File: src/rtl/vga_timing_pkg.sv
// rtl/vga_timing_pkg.sv - default panel timing, shared types and counter width helper for vga_timing
package vga_timing_pkg;

    localparam int DEF_HDISP   = 800;
    localparam int DEF_HFP     = 40;
    localparam int DEF_HPULSE  = 48;
    localparam int DEF_HBP     = 40;
    localparam int DEF_VDISP   = 480;
    localparam int DEF_VFP     = 13;
    localparam int DEF_VPULSE  = 3;
    localparam int DEF_VBP     = 29;
    localparam bit DEF_HS_POL  = 1'b0;
    localparam bit DEF_VS_POL  = 1'b0;
    localparam int DEF_LATENCY = 2;
    localparam int MAX_LATENCY = 7;

    typedef enum logic {
        ST_IDLE = 1'b0,
        ST_RUN  = 1'b1
    } run_state_t;

    // Sync levels carried down the delay chain already at output polarity.
    typedef struct packed {
        logic hsync;
        logic vsync;
        logic de;
    } sync_t;

    function automatic int cnt_width(input int total);
        return (total > 1) ? $clog2(total) : 1;
    endfunction

endpackage

File: src/rtl/vga_timing_sync_delay.sv
// rtl/vga_timing_sync_delay.sv - fixed-depth register chain with synchronous reset to a preset value
module sync_delay #(
    parameter int               WIDTH     = 1,
    parameter int               DEPTH     = 1,
    parameter logic [WIDTH-1:0] RESET_VAL = '0
) (
    input  logic             clk,
    input  logic             rst,
    input  logic [WIDTH-1:0] din,
    output logic [WIDTH-1:0] dout
);

    if (DEPTH == 0) begin : g_bypass
        logic unused_clk_rst;
        assign unused_clk_rst = clk ^ rst;
        assign dout = din;
    end else begin : g_chain
        logic [WIDTH-1:0] pipe [DEPTH];

        always_ff @(posedge clk) begin
            if (rst) begin
                for (int i = 0; i < DEPTH; i++) begin
                    pipe[i] <= RESET_VAL;
                end
            end else begin
                pipe[0] <= din;
                for (int i = 1; i < DEPTH; i++) begin
                    pipe[i] <= pipe[i-1];
                end
            end
        end

        assign dout = pipe[DEPTH-1];
    end

endmodule

File: src/rtl/vga_timing.sv
// rtl/vga_timing.sv - VGA raster counter with fetch request, line/frame pulses and delayed sync/de
module vga_timing
    import vga_timing_pkg::*;
#(
    parameter int HDISP   = DEF_HDISP,
    parameter int HFP     = DEF_HFP,
    parameter int HPULSE  = DEF_HPULSE,
    parameter int HBP     = DEF_HBP,
    parameter int VDISP   = DEF_VDISP,
    parameter int VFP     = DEF_VFP,
    parameter int VPULSE  = DEF_VPULSE,
    parameter int VBP     = DEF_VBP,
    parameter bit HS_POL  = DEF_HS_POL,
    parameter bit VS_POL  = DEF_VS_POL,
    parameter int LATENCY = DEF_LATENCY
) (
    input  logic                                            pixel_clk,
    input  logic                                            pixel_rst,
    input  logic                                            en,
    output logic [cnt_width(HDISP + HFP + HPULSE + HBP)-1:0] x,
    output logic [cnt_width(VDISP + VFP + VPULSE + VBP)-1:0] y,
    output logic                                            req,
    output logic                                            sof,
    output logic                                            sol,
    output logic                                            hsync,
    output logic                                            vsync,
    output logic                                            de
);

    localparam int HTOTAL = HDISP + HFP + HPULSE + HBP;
    localparam int VTOTAL = VDISP + VFP + VPULSE + VBP;
    localparam int XW     = cnt_width(HTOTAL);
    localparam int YW     = cnt_width(VTOTAL);

    // Every boundary is below the total because each back porch is at least one.
    localparam logic [XW-1:0] X_LAST    = XW'(HTOTAL - 1);
    localparam logic [XW-1:0] X_ACT_END = XW'(HDISP);
    localparam logic [XW-1:0] X_HS_BEG  = XW'(HDISP + HFP);
    localparam logic [XW-1:0] X_HS_END  = XW'(HDISP + HFP + HPULSE);
    localparam logic [YW-1:0] Y_LAST    = YW'(VTOTAL - 1);
    localparam logic [YW-1:0] Y_ACT_END = YW'(VDISP);
    localparam logic [YW-1:0] Y_VS_BEG  = YW'(VDISP + VFP);
    localparam logic [YW-1:0] Y_VS_END  = YW'(VDISP + VFP + VPULSE);

    localparam sync_t SYNC_IDLE = sync_t'({~HS_POL, ~VS_POL, 1'b0});

    if (HDISP < 1 || HFP < 1 || HPULSE < 1 || HBP < 1 ||
        VDISP < 1 || VFP < 1 || VPULSE < 1 || VBP < 1 ||
        LATENCY < 0 || LATENCY > MAX_LATENCY) begin : g_bad_params
        $error("vga_timing: every timing parameter must be >= 1 and LATENCY must be 0..7");
    end

    run_state_t    state;
    run_state_t    state_nx;
    logic          run_nx;
    logic [XW-1:0] x_nx;
    logic [YW-1:0] y_nx;
    logic          req_nx;
    logic          sol_nx;
    logic          sof_nx;
    sync_t         sync_nx;
    sync_t         sync_now;
    sync_t         sync_out;

    // Leaving idle always lands on (0,0): a stopped raster restarts the frame.
    always_comb begin
        state_nx = state;
        run_nx   = 1'b0;
        x_nx     = '0;
        y_nx     = '0;
        case (state)
            ST_IDLE: begin
                if (en) begin
                    state_nx = ST_RUN;
                    run_nx   = 1'b1;
                end
            end
            ST_RUN: begin
                if (en) begin
                    run_nx = 1'b1;
                    if (x == X_LAST) begin
                        x_nx = '0;
                        y_nx = (y == Y_LAST) ? '0 : y + 1'b1;
                    end else begin
                        x_nx = x + 1'b1;
                        y_nx = y;
                    end
                end else begin
                    state_nx = ST_IDLE;
                end
            end
            default: state_nx = ST_IDLE;
        endcase

        req_nx        = run_nx && (x_nx < X_ACT_END) && (y_nx < Y_ACT_END);
        sol_nx        = run_nx && (x_nx == '0);
        sof_nx        = sol_nx && (y_nx == '0);
        sync_nx.hsync = ((x_nx >= X_HS_BEG) && (x_nx < X_HS_END)) ? HS_POL : ~HS_POL;
        sync_nx.vsync = ((y_nx >= Y_VS_BEG) && (y_nx < Y_VS_END)) ? VS_POL : ~VS_POL;
        sync_nx.de    = req_nx;
    end

    always_ff @(posedge pixel_clk) begin
        if (pixel_rst) begin
            state    <= ST_IDLE;
            x        <= '0;
            y        <= '0;
            req      <= 1'b0;
            sol      <= 1'b0;
            sof      <= 1'b0;
            sync_now <= SYNC_IDLE;
        end else begin
            state    <= state_nx;
            x        <= x_nx;
            y        <= y_nx;
            req      <= req_nx;
            sol      <= sol_nx;
            sof      <= sof_nx;
            sync_now <= sync_nx;
        end
    end

    sync_delay #(
        .WIDTH    ($bits(sync_t)),
        .DEPTH    (LATENCY),
        .RESET_VAL(SYNC_IDLE)
    ) u_sync_delay (
        .clk (pixel_clk),
        .rst (pixel_rst),
        .din (sync_now),
        .dout(sync_out)
    );

    assign hsync = sync_out.hsync;
    assign vsync = sync_out.vsync;
    assign de    = sync_out.de;

endmodule

File: config.mk
export PLATFORM = sky130hd
export DESIGN_NAME = vga_timing
export DESIGN_NICKNAME = d
export VERILOG_FILES = /design/src/rtl/vga_timing_pkg.sv /design/src/rtl/vga_timing_sync_delay.sv /design/src/rtl/vga_timing.sv
export SDC_FILE = /design/constraint.sdc
export NUM_CORES = 1
export LEC_CHECK = 0
export BUFFER_PORTS_ARGS = -buffer_cell sky130_fd_sc_hd__buf_2
export CAP_MARGIN = 10
export CELL_PAD_IN_SITES_DETAIL_PLACEMENT = 1
export CELL_PAD_IN_SITES_GLOBAL_PLACEMENT = 1
export CORE_UTILIZATION = 44
export CTS_BUF_LIST = sky130_fd_sc_hd__clkbuf_4 sky130_fd_sc_hd__clkbuf_8 sky130_fd_sc_hd__clkbuf_16
export DETAILED_ROUTE_END_ITERATION = 7
export PLACE_DENSITY_LB_ADDON = 0.1
export SLEW_MARGIN = 15
export SYNTH_ARGS = -nofsm -noshare
export SYNTH_HDL_FRONTEND = slang
export SYNTH_HIERARCHICAL = 1
export SYNTH_SLANG_ARGS = --single-unit
File: constraint.sdc
create_clock -name pixel_clk -period 4.56 [get_ports pixel_clk]
set_clock_uncertainty 0.05 [all_clocks]
set_input_delay 0.228 -clock pixel_clk [delete_from_list [all_inputs] [get_ports pixel_clk]]
set_output_delay 0.228 -clock pixel_clk [all_outputs]
set_load 0.02 [all_outputs]
==> reports/metrics.yaml, run 1 <==
pre_cts_slack_ns: 1.96
first_iter_violations: 61
crit_fanout: 12
setup_slack_ns: 1.93
drtPass1Iterations: 4
r2r_end: "sof"
drive_above_1_share_pct: 21.1
drc: 0
start_util_pct: 47.3
maxCapViolCount: 0
synth_nets: 188
fin_util_pct: 52.7
power_density_nw_per_um2: 256
setup_viol: 0
num-nets-final: 214
cts_made_buffers: 5
fp-row-count: 21
grt_start_max_net_pins: 19
clock.fmax_mhz: 380
synth-main-ff-cell: "dfxtp_1"
r2r_slack_ns: 1.93
clk_pin_slew_ns: 0.11
crit_path_start_kind: "register"
yosysSeqAreaShare_pct: 39.6
slowest_stage: "and4_1"
timing.rr.start: "x[0]"
whs_endpoint: "state"
critical_path.max_stage_delay_ns: 0.47
slew_headroom_pct: 72.5
regArea_sq_um: 641
synth_cell_types: 46
clkSinkCount: 32
multi_input_area_sq_um: 885
post_cts_buffers: 0
clk_path_buf_depth: 2
place_hpwl_um: 3060
grt_first_pass_wirelength_um: 6930
grt_antenna_before_repair: 0
cts_tree: "built"
fin_cells: 255
async_reset_ff_share_pct: 0
required_ns: 4.75
ioPinCount: 29
cts-resized-gates: 0
antenna_cells: 0
p_leak_nw: 0.707
report.final.slew_viol_count: 0
holdCritStartpoint: "en"
power_uw: 462
area_growth_pct: 11.5
routed_wirelength_um: 4110
insertion_delay_ns: 0.34
die_w_um: 62.6
worstPathArrival_ns: 2.83
worst_pin_slew_ns: 0.413
tns_ns: 0
grt.overflow.total: 0
finalWeightedCongestion: 0.880
synth_cells: 182
grt_use_total_pct: 22.6
vdd_ir_drop_max_uv: 178
crit_family: "simple AND/OR/NAND/NOR gates"
htree_num_levels: 2
wire_per_inst_um: 16.1
num_vias: 1451
cp-end-kind: "register"
ant_nets: 0
worstPathCellList: "ha_1 -> and4_1 -> nand3_2 -> nor4_2 -> xnor2_1 -> a41oi_1 -> nor4_1"
viasPerCell: 5.69
finalCriticalPeriod_ns: 2.63
r2r_cells: 7
ctsRootBufferMaster: "clkbuf_4"
io_buffers: 28
synth-edff-count: 0
fill_cells: 442
status: "completed"
period_share_pct: 57.8
finalHoldViolCount: 0
fp.dieArea_sq_um: 3920
rsz0062_at_grt: "false"
ys.warnings.count: 6
die_h_um: 62.6
grt_pass1_vias: 1435
worst-path-buf-inv: 0
core_area_sq_um: 3420
hold_class: "input port to register"
holdBufCountCts: 0
hold_depth: 2
path_class: "register to register"
synth_seq_cells: 32
netlist_area_sq_um: 1620
avgSynthCellArea_sq_um: 8.88
place_inst: 247
[routing by layer]
metal / global-route usage [%] / wire (um)
met5: 0 / 0
met4: 9.88 / 82
met3: 5.29 / 204
met2: 34.2 / 1840
met1: 30.6 / 1980
[state kept, by name (all words and copies together) (netlist names)]
name,flops
state,1
u_sync_delay/g_chain.pipe,6
sol,1
y,10
sync_now,3
sof,1
x,10
[cells in the mapped netlist, types with 3 or more instances]
library cell | number | share of area, %
nor2b_1 | 3 | 1.2
and2_1 | 3 | 1.2
nand2_1 | 8 | 1.9
xor2_1 | 5 | 2.7
inv_1 | 6 | 1.4
o211ai_1 | 3 | 1.4
nor2_1 | 22 | 5.1
nor4_2 | 3 | 2.3
a21oi_1 | 6 | 1.9
nand4_1 | 8 | 3.1
or2_1 | 4 | 1.5
and3_1 | 5 | 1.9
ha_1 | 3 | 2.3
xnor2_1 | 11 | 6.0
and4_1 | 3 | 1.6
dfxtp_1 | 32 | 40
and4b_1 | 3 | 1.9
nor3_1 | 10 | 3.1
nand3_1 | 6 | 1.9
o21ai_0 | 4 | 1.2
buf_4 | 5 | 2.3
[worst max-delay path by stage]
stage	start	to	slack, ns	depth (start not counted)
CTS	x[0]	sof	1.92	7
finish	x[0]	sof	1.93	7
global route	x[0]	sof	1.71	7
floorplan	x[0]	sof	2.39	8
global placement	x[0]	sof	2.20	7
detailed placement	x[0]	sof	1.96	7
[cells in the final DEF (no fill, tap or decap), types with 2 or more instances in the layout]
cell      instances
nor2_1           22
or3_1             2
nand3_1           6
nand2b_1          2
nand4_1           8
a21oi_1           6
buf_2            28
nor3_1           10
and4_1            3
and3_1            5
o211ai_1          3
clkinv_2          2
o21ai_0           4
nor2b_1           3
or2_1             4
xor2_1            5
nor4_2            3
dfxtp_1          32
and2_1            3
and4b_1           3
inv_1             6
clkbuf_4          5
ha_1              3
nor4_1            2
nand2_1           8
xnor2_1          11
[logic make-up after synthesis]
family | share of synthesized area [%]
buf+inv | 5.65
simple gates | 33.2
fa+ha+maj | 2.32
flops | 39.6
xor+xnor | 8.67
compound gates | 9.21
mux | 1.32
[through the flow]
step	hold slack (ns)	cell area, sq um
2_1_floorplan	0.250	1620
3_3_place_gp	0.346	1750
3_5_place_dp	0.352	1750
4_1_cts	0.116	1800
5_1_grt	0.125	1800
6_report	0.131	1800
[cell type report]
class | instances | area share, %
Clock buffer | 5 | 2.08
Clock inverter | 3 | 1.04
Inverter | 6 | 1.25
Multi-Input combinational cell | 135 | 49.1
Sequential cell | 32 | 35.6
Tap cell | 46 | 3.19
Timing Repair Buffer | 28 | 7.78
[where the power goes]
part	switching, mW	internal, mW	leakage, nW
sequential	0.00104	0.282	0.259
combinational	0.0110	0.00454	0.412
clock	0.104	0.0591	0.0349
Note: power is estimated with default switching activity, not from simulation.
==> inputs of run 2 (changes only) <==
CORE_UTILIZATION = 41   (was 44)
clock period = 2.7 ns   (was 4.56 ns; I/O delays follow)
==> reports/metrics.yaml, run 2 (synthesis gave the netlist of run 1 again) <==
clk_path_buf_depth: 2  # unchanged
drc: 0  # unchanged
r2r_end: "sof"
power_density_nw_per_um2: 514  # +100%
finalHoldViolCount: 0  # unchanged
crit_fanout: 12  # unchanged
whs_endpoint: "state"
holdCritStartpoint: "en"
holdBufCountCts: 0  # unchanged
viasPerCell: 5.52  # -3.1%
first_iter_violations: 58  # -4.9%
ant_nets: 0  # unchanged
rsz0062_at_grt: "false"
io_buffers: 28  # unchanged
hold_depth: 2  # unchanged
core_area_sq_um: 3720  # +8.8%
cts-resized-gates: 0  # unchanged
r2r_cells: 7  # unchanged
clk_pin_slew_ns: 0.07  # -0.04 ns
wire_per_inst_um: 15.7  # -2.5%
routed_wirelength_um: 4090  # -0.63%
num_vias: 1434  # -1.2%
grt.overflow.total: 0  # unchanged
drive_above_1_share_pct: 22.2  # +1.1 points
grt_start_max_net_pins: 18  # -1
finalWeightedCongestion: 0.873  # -0.73%
grt_pass1_vias: 1375  # -4.2%
r2r_slack_ns: 0.40  # -1.52 ns
slew_headroom_pct: 75.2  # +2.7 points
finalCriticalPeriod_ns: 2.30  # -0.335 ns
path_class: "register to register"
worstPathArrival_ns: 2.45  # -0.38 ns
required_ns: 2.85  # -1.90 ns
vdd_ir_drop_max_uv: 246  # +38%
hold_ws_ns: 0.120  # -0.0118 ns
hold_class: "input port to register"
cts_made_buffers: 5  # unchanged
crit_path_start_kind: "register"
htree_num_levels: 2  # unchanged
status: "completed"
area_growth_pct: 16.4
worst_pin_slew_ns: 0.369  # -0.0435 ns
final_common_cell: "dfxtp_1"
maxCapViolCount: 0  # unchanged
timing.rr.start: "x[0]"
cp-end-kind: "register"
drtPass1Iterations: 5  # +1
ctsRootBufferMaster: "clkbuf_8"
fp.dieArea_sq_um: 4200  # +7.1%
clock.fmax_mhz: 435  # +15%
start_util_pct: 43.5  # -3.8 points
grt_use_total_pct: 21.8  # -0.81 points
grt_antenna_before_repair: 0  # unchanged
ioPinCount: 29  # unchanged
place_hpwl_um: 3100  # +1.4%
cts_tree: "built"
report.final.slew_viol_count: 0  # unchanged
insertion_delay_ns: 0.29  # -0.05 ns
period_share_pct: 85.2  # +27 points
antenna_cells: 0  # unchanged
die_w_um: 64.8  # +3.5%
setup_viol: 0  # unchanged
num-nets-final: 217  # +1.4%
tns_ns: 0  # unchanged
layout_common_cells: "dfxtp_1 (32), buf_2 (28), nor2_1 (22)"
die_h_um: 64.8  # +3.5%
post_cts_buffers: 0  # unchanged
largestRegisters: "x: 10 flops, y: 10 flops, u_sync_delay/g_chain.pipe: 6 flops"
grt_first_pass_wirelength_um: 6870  # -0.89%
p_leak_nw: 0.742  # +4.9%
clkSinkCount: 32  # unchanged
fp-row-count: 22  # +4.8%
-- run 2: changes by cell type in the layout (fill, tap and decap cells not counted) --
cell / previous run / this run
buf_4: 0 / 3
bufinv_16: 0 / 1
clkbuf_4: 5 / 0
clkbuf_8: 0 / 5
clkinv_2: 2 / 1
clkinv_4: 1 / 0
clkinvlp_4: 0 / 1
-- run 2: how the worst max path moves through the flow --
| stage | startpoint | endpoint | slack (ns) | cells after the start |
|---|---|---|---|---|
| after global routing | x[0] | sof | 0.22 | 7 |
| after floorplan | x[0] | sof | 0.53 | 8 |
| after detailed placement | x[0] | sof | 0.41 | 7 |
| after global placement | x[0] | sof | 0.52 | 8 |
| after CTS | x[0] | sof | 0.40 | 7 |
| final | x[0] | sof | 0.40 | 7 |
-- run 2: worst max-delay path, cell delays in order (launching register included) --
cell	delay (ns)
dfxtp_1	0.42
ha_1	0.24
and4_1	0.25
nand3_2	0.25
nor4_2	0.35
xnor2_1	0.20
a41oi_1	0.16
nor4_1	0.28
-- run 2: where the power goes --
group	internal (mW)	switching [mW]	total (mW)
clock	0.273	0.188	0.461
sequential	0.477	0.00204	0.479
combinational	0.00863	0.0185	0.0272
-- run 2: layout make-up --
class | instances | area (sq um)
clock buffer | 5 | 68.8
clock inverter | 3 | 42.5
fill | 469 | 1830
inverter | 6 | 22.5
multi-input combinational | 135 | 885
sequential | 32 | 641
tap | 48 | 60.1
timing repair buffer | 31 | 163
-- run 2: metal layers --
metal / vias to the layer above / global-route usage, % / share of wire [%]
li1: 707 / - / -
met1: 693 / 28.0 / 48
met2: 29 / 36.1 / 47
met3: 5 / 4.40 / 3.5
met4: 0 / 7.50 / 1.2
met5: - / 0 / 0
-- run 2: metrics by stage --
stage	setup slack (ns)	cells	power [mW]	utilization [%]	area, sq um
after floorplan	0.525	182	0.506	-	1620
after CTS	0.399	260	0.974	50.6	1880
after global routing	0.222	260	1.00	50.6	1880
final	0.401	260	0.967	50.6	1880
after detailed placement	0.413	252	0.517	47.6	1770
after global placement	0.519	252	0.516	47.6	1770
==> inputs of run 3 (changes only) <==
RECOVER_POWER = 50   (was not set)
TNS_END_PERCENT = 1   (was not set)
==> reports/metrics.yaml, run 3 (synthesis gave the netlist of run 1 again) <==
num-nets-final: 217  # unchanged
insertion_delay_ns: 0.28  # about the same
layout_common_cells: "dfxtp_1 (32), clkbuf_1 (23), nor2_1 (22)"
grt_antenna_before_repair: 0  # unchanged
num_vias: 1427  # -0.49%
core_area_sq_um: 3720  # unchanged
cts_tree: "built"
cts-resized-gates: 0  # unchanged
power_density_nw_per_um2: 520  # +1.3%
slowest_stage: "dfxtp_1"
drtPass1Iterations: 4  # -1
post_cts_buffers: 0  # unchanged
largestRegisters: "x: 10 flops, y: 10 flops, u_sync_delay/g_chain.pipe: 6 flops"
viasPerCell: 5.49  # -0.49%
cts_made_buffers: 5  # unchanged
clock.fmax_mhz: 434  # about the same
holdCritStartpoint: "en"
finalHoldViolCount: 0  # unchanged
worst_pin_slew_ns: 0.729  # +0.360 ns
r2r_cells: 7  # unchanged
p_leak_nw: 0.650  # -12%
grt_pass1_vias: 1375  # unchanged
wire_per_inst_um: 15.8  # +0.27%
crit_family: "simple AND/OR/NAND/NOR gates"
setup_viol: 0  # unchanged
report.final.slew_viol_count: 0  # unchanged
maxCapViolCount: 0  # unchanged
drive_above_1_share_pct: 11.3  # -11 points
r2r_slack_ns: 0.40  # about the same
ioPinCount: 29  # unchanged
crit_path_start_kind: "register"
worstPathArrival_ns: 2.45  # about the same
grt_first_pass_wirelength_um: 6870  # unchanged
fill_cells: 475  # +1.3%
ant_nets: 0  # unchanged
critical_path.max_stage_delay_ns: 0.42  # about the same
antenna_cells: 0  # unchanged
timing.rr.start: "x[0]"
htree_num_levels: 2  # unchanged
vdd_ir_drop_max_uv: 245  # -0.34%
first_iter_violations: 46  # -21%
status: "completed"
io_buffers: 28  # unchanged
slew_headroom_pct: 51.4  # -24 points
finalCriticalPeriod_ns: 2.30  # +0.00221 ns
grt.overflow.total: 0  # unchanged
clkSinkCount: 32  # unchanged
drc: 0  # unchanged
worstPathCellList: "ha_1 -> and4_1 -> nand3_2 -> nor4_2 -> xnor2_1 -> a41oi_1 -> nor4_1"
power_uw: 963  # -0.36%
die_w_um: 64.8  # unchanged
clk_pin_slew_ns: 0.07  # about the same
clk_path_buf_depth: 2  # unchanged
r2r_end: "sof"
ctsRootBufferMaster: "clkbuf_8"
required_ns: 2.84  # about the same
stdcell_area_sq_um: 1850  # -1.7%
hold_class: "input port to register"
cp-end-kind: "register"
hold_depth: 2  # unchanged
whs_endpoint: "state"
crit_fanout: 12  # unchanged
holdBufCountCts: 0  # unchanged
tns_ns: 0  # unchanged
placed_area_sq_um: 1770  # unchanged
die_h_um: 64.8  # unchanged
worst-path-buf-inv: 0  # unchanged
fp.dieArea_sq_um: 4200  # unchanged
final_common_cell: "dfxtp_1"
path_class: "register to register"
place_hpwl_um: 3100  # unchanged
grt_use_total_pct: 21.8  # unchanged
fp-row-count: 22  # unchanged
rsz0062_at_grt: "false"
period_share_pct: 85.2  # about the same
area_growth_pct: 14.5
start_util_pct: 43.5  # unchanged
multi_input_area_sq_um: 885  # unchanged
finalWeightedCongestion: 0.873  # unchanged
grt_start_max_net_pins: 18  # unchanged
regArea_sq_um: 641  # unchanged
routed_wirelength_um: 4100  # +0.27%
-- run 3: per-layer routing --
layer / part of all wire (%) / track usage (%) / vias to the layer above
met5: 0 / 0 / -
met1: 48 / 28.0 / 691
met4: 1.1 / 7.50 / 0
li1: - / - / 706
met3: 3.4 / 4.40 / 5
met2: 47 / 36.1 / 25
-- run 3: cell type report --
cell class                 count  share of cell area [%]
clock inverter                 3                    2.30
sequential                    32                    34.6
inverter                       6                    1.22
clock buffer                   5                    3.72
tap                           48                    3.25
timing repair buffer          31                    7.10
multi-input combinational    135                    47.8
-- run 3: power by group --
part	internal (mW)	total (mW)	switching, mW
Clock	0.273	0.459	0.186
Sequential	0.477	0.479	0.00213
Combinational	0.00700	0.0256	0.0186
-- run 3: through the flow --
stage | hold WS, ns | utilization, % | cells | setup WS [ns]
6_report | 0.121 | 49.8 | 260 | 0.398
3_3_place_gp | 0.336 | 47.6 | 252 | 0.519
2_1_floorplan | 0.157 | - | 182 | 0.525
5_1_grt | 0.125 | 49.8 | 260 | 0.218
3_5_place_dp | 0.345 | 47.6 | 252 | 0.413
4_1_cts | 0.116 | 50.6 | 260 | 0.399
-- run 3: how the worst max path moves through the flow --
stage / startpoint / endpoint / slack [ns] / cells past startpoint
after global routing: x[0] / sof / 0.22 / 7
after CTS: x[0] / sof / 0.40 / 7
after floorplan: x[0] / sof / 0.53 / 8
final: x[0] / sof / 0.40 / 7
after detailed placement: x[0] / sof / 0.41 / 7
after global placement: x[0] / sof / 0.52 / 8
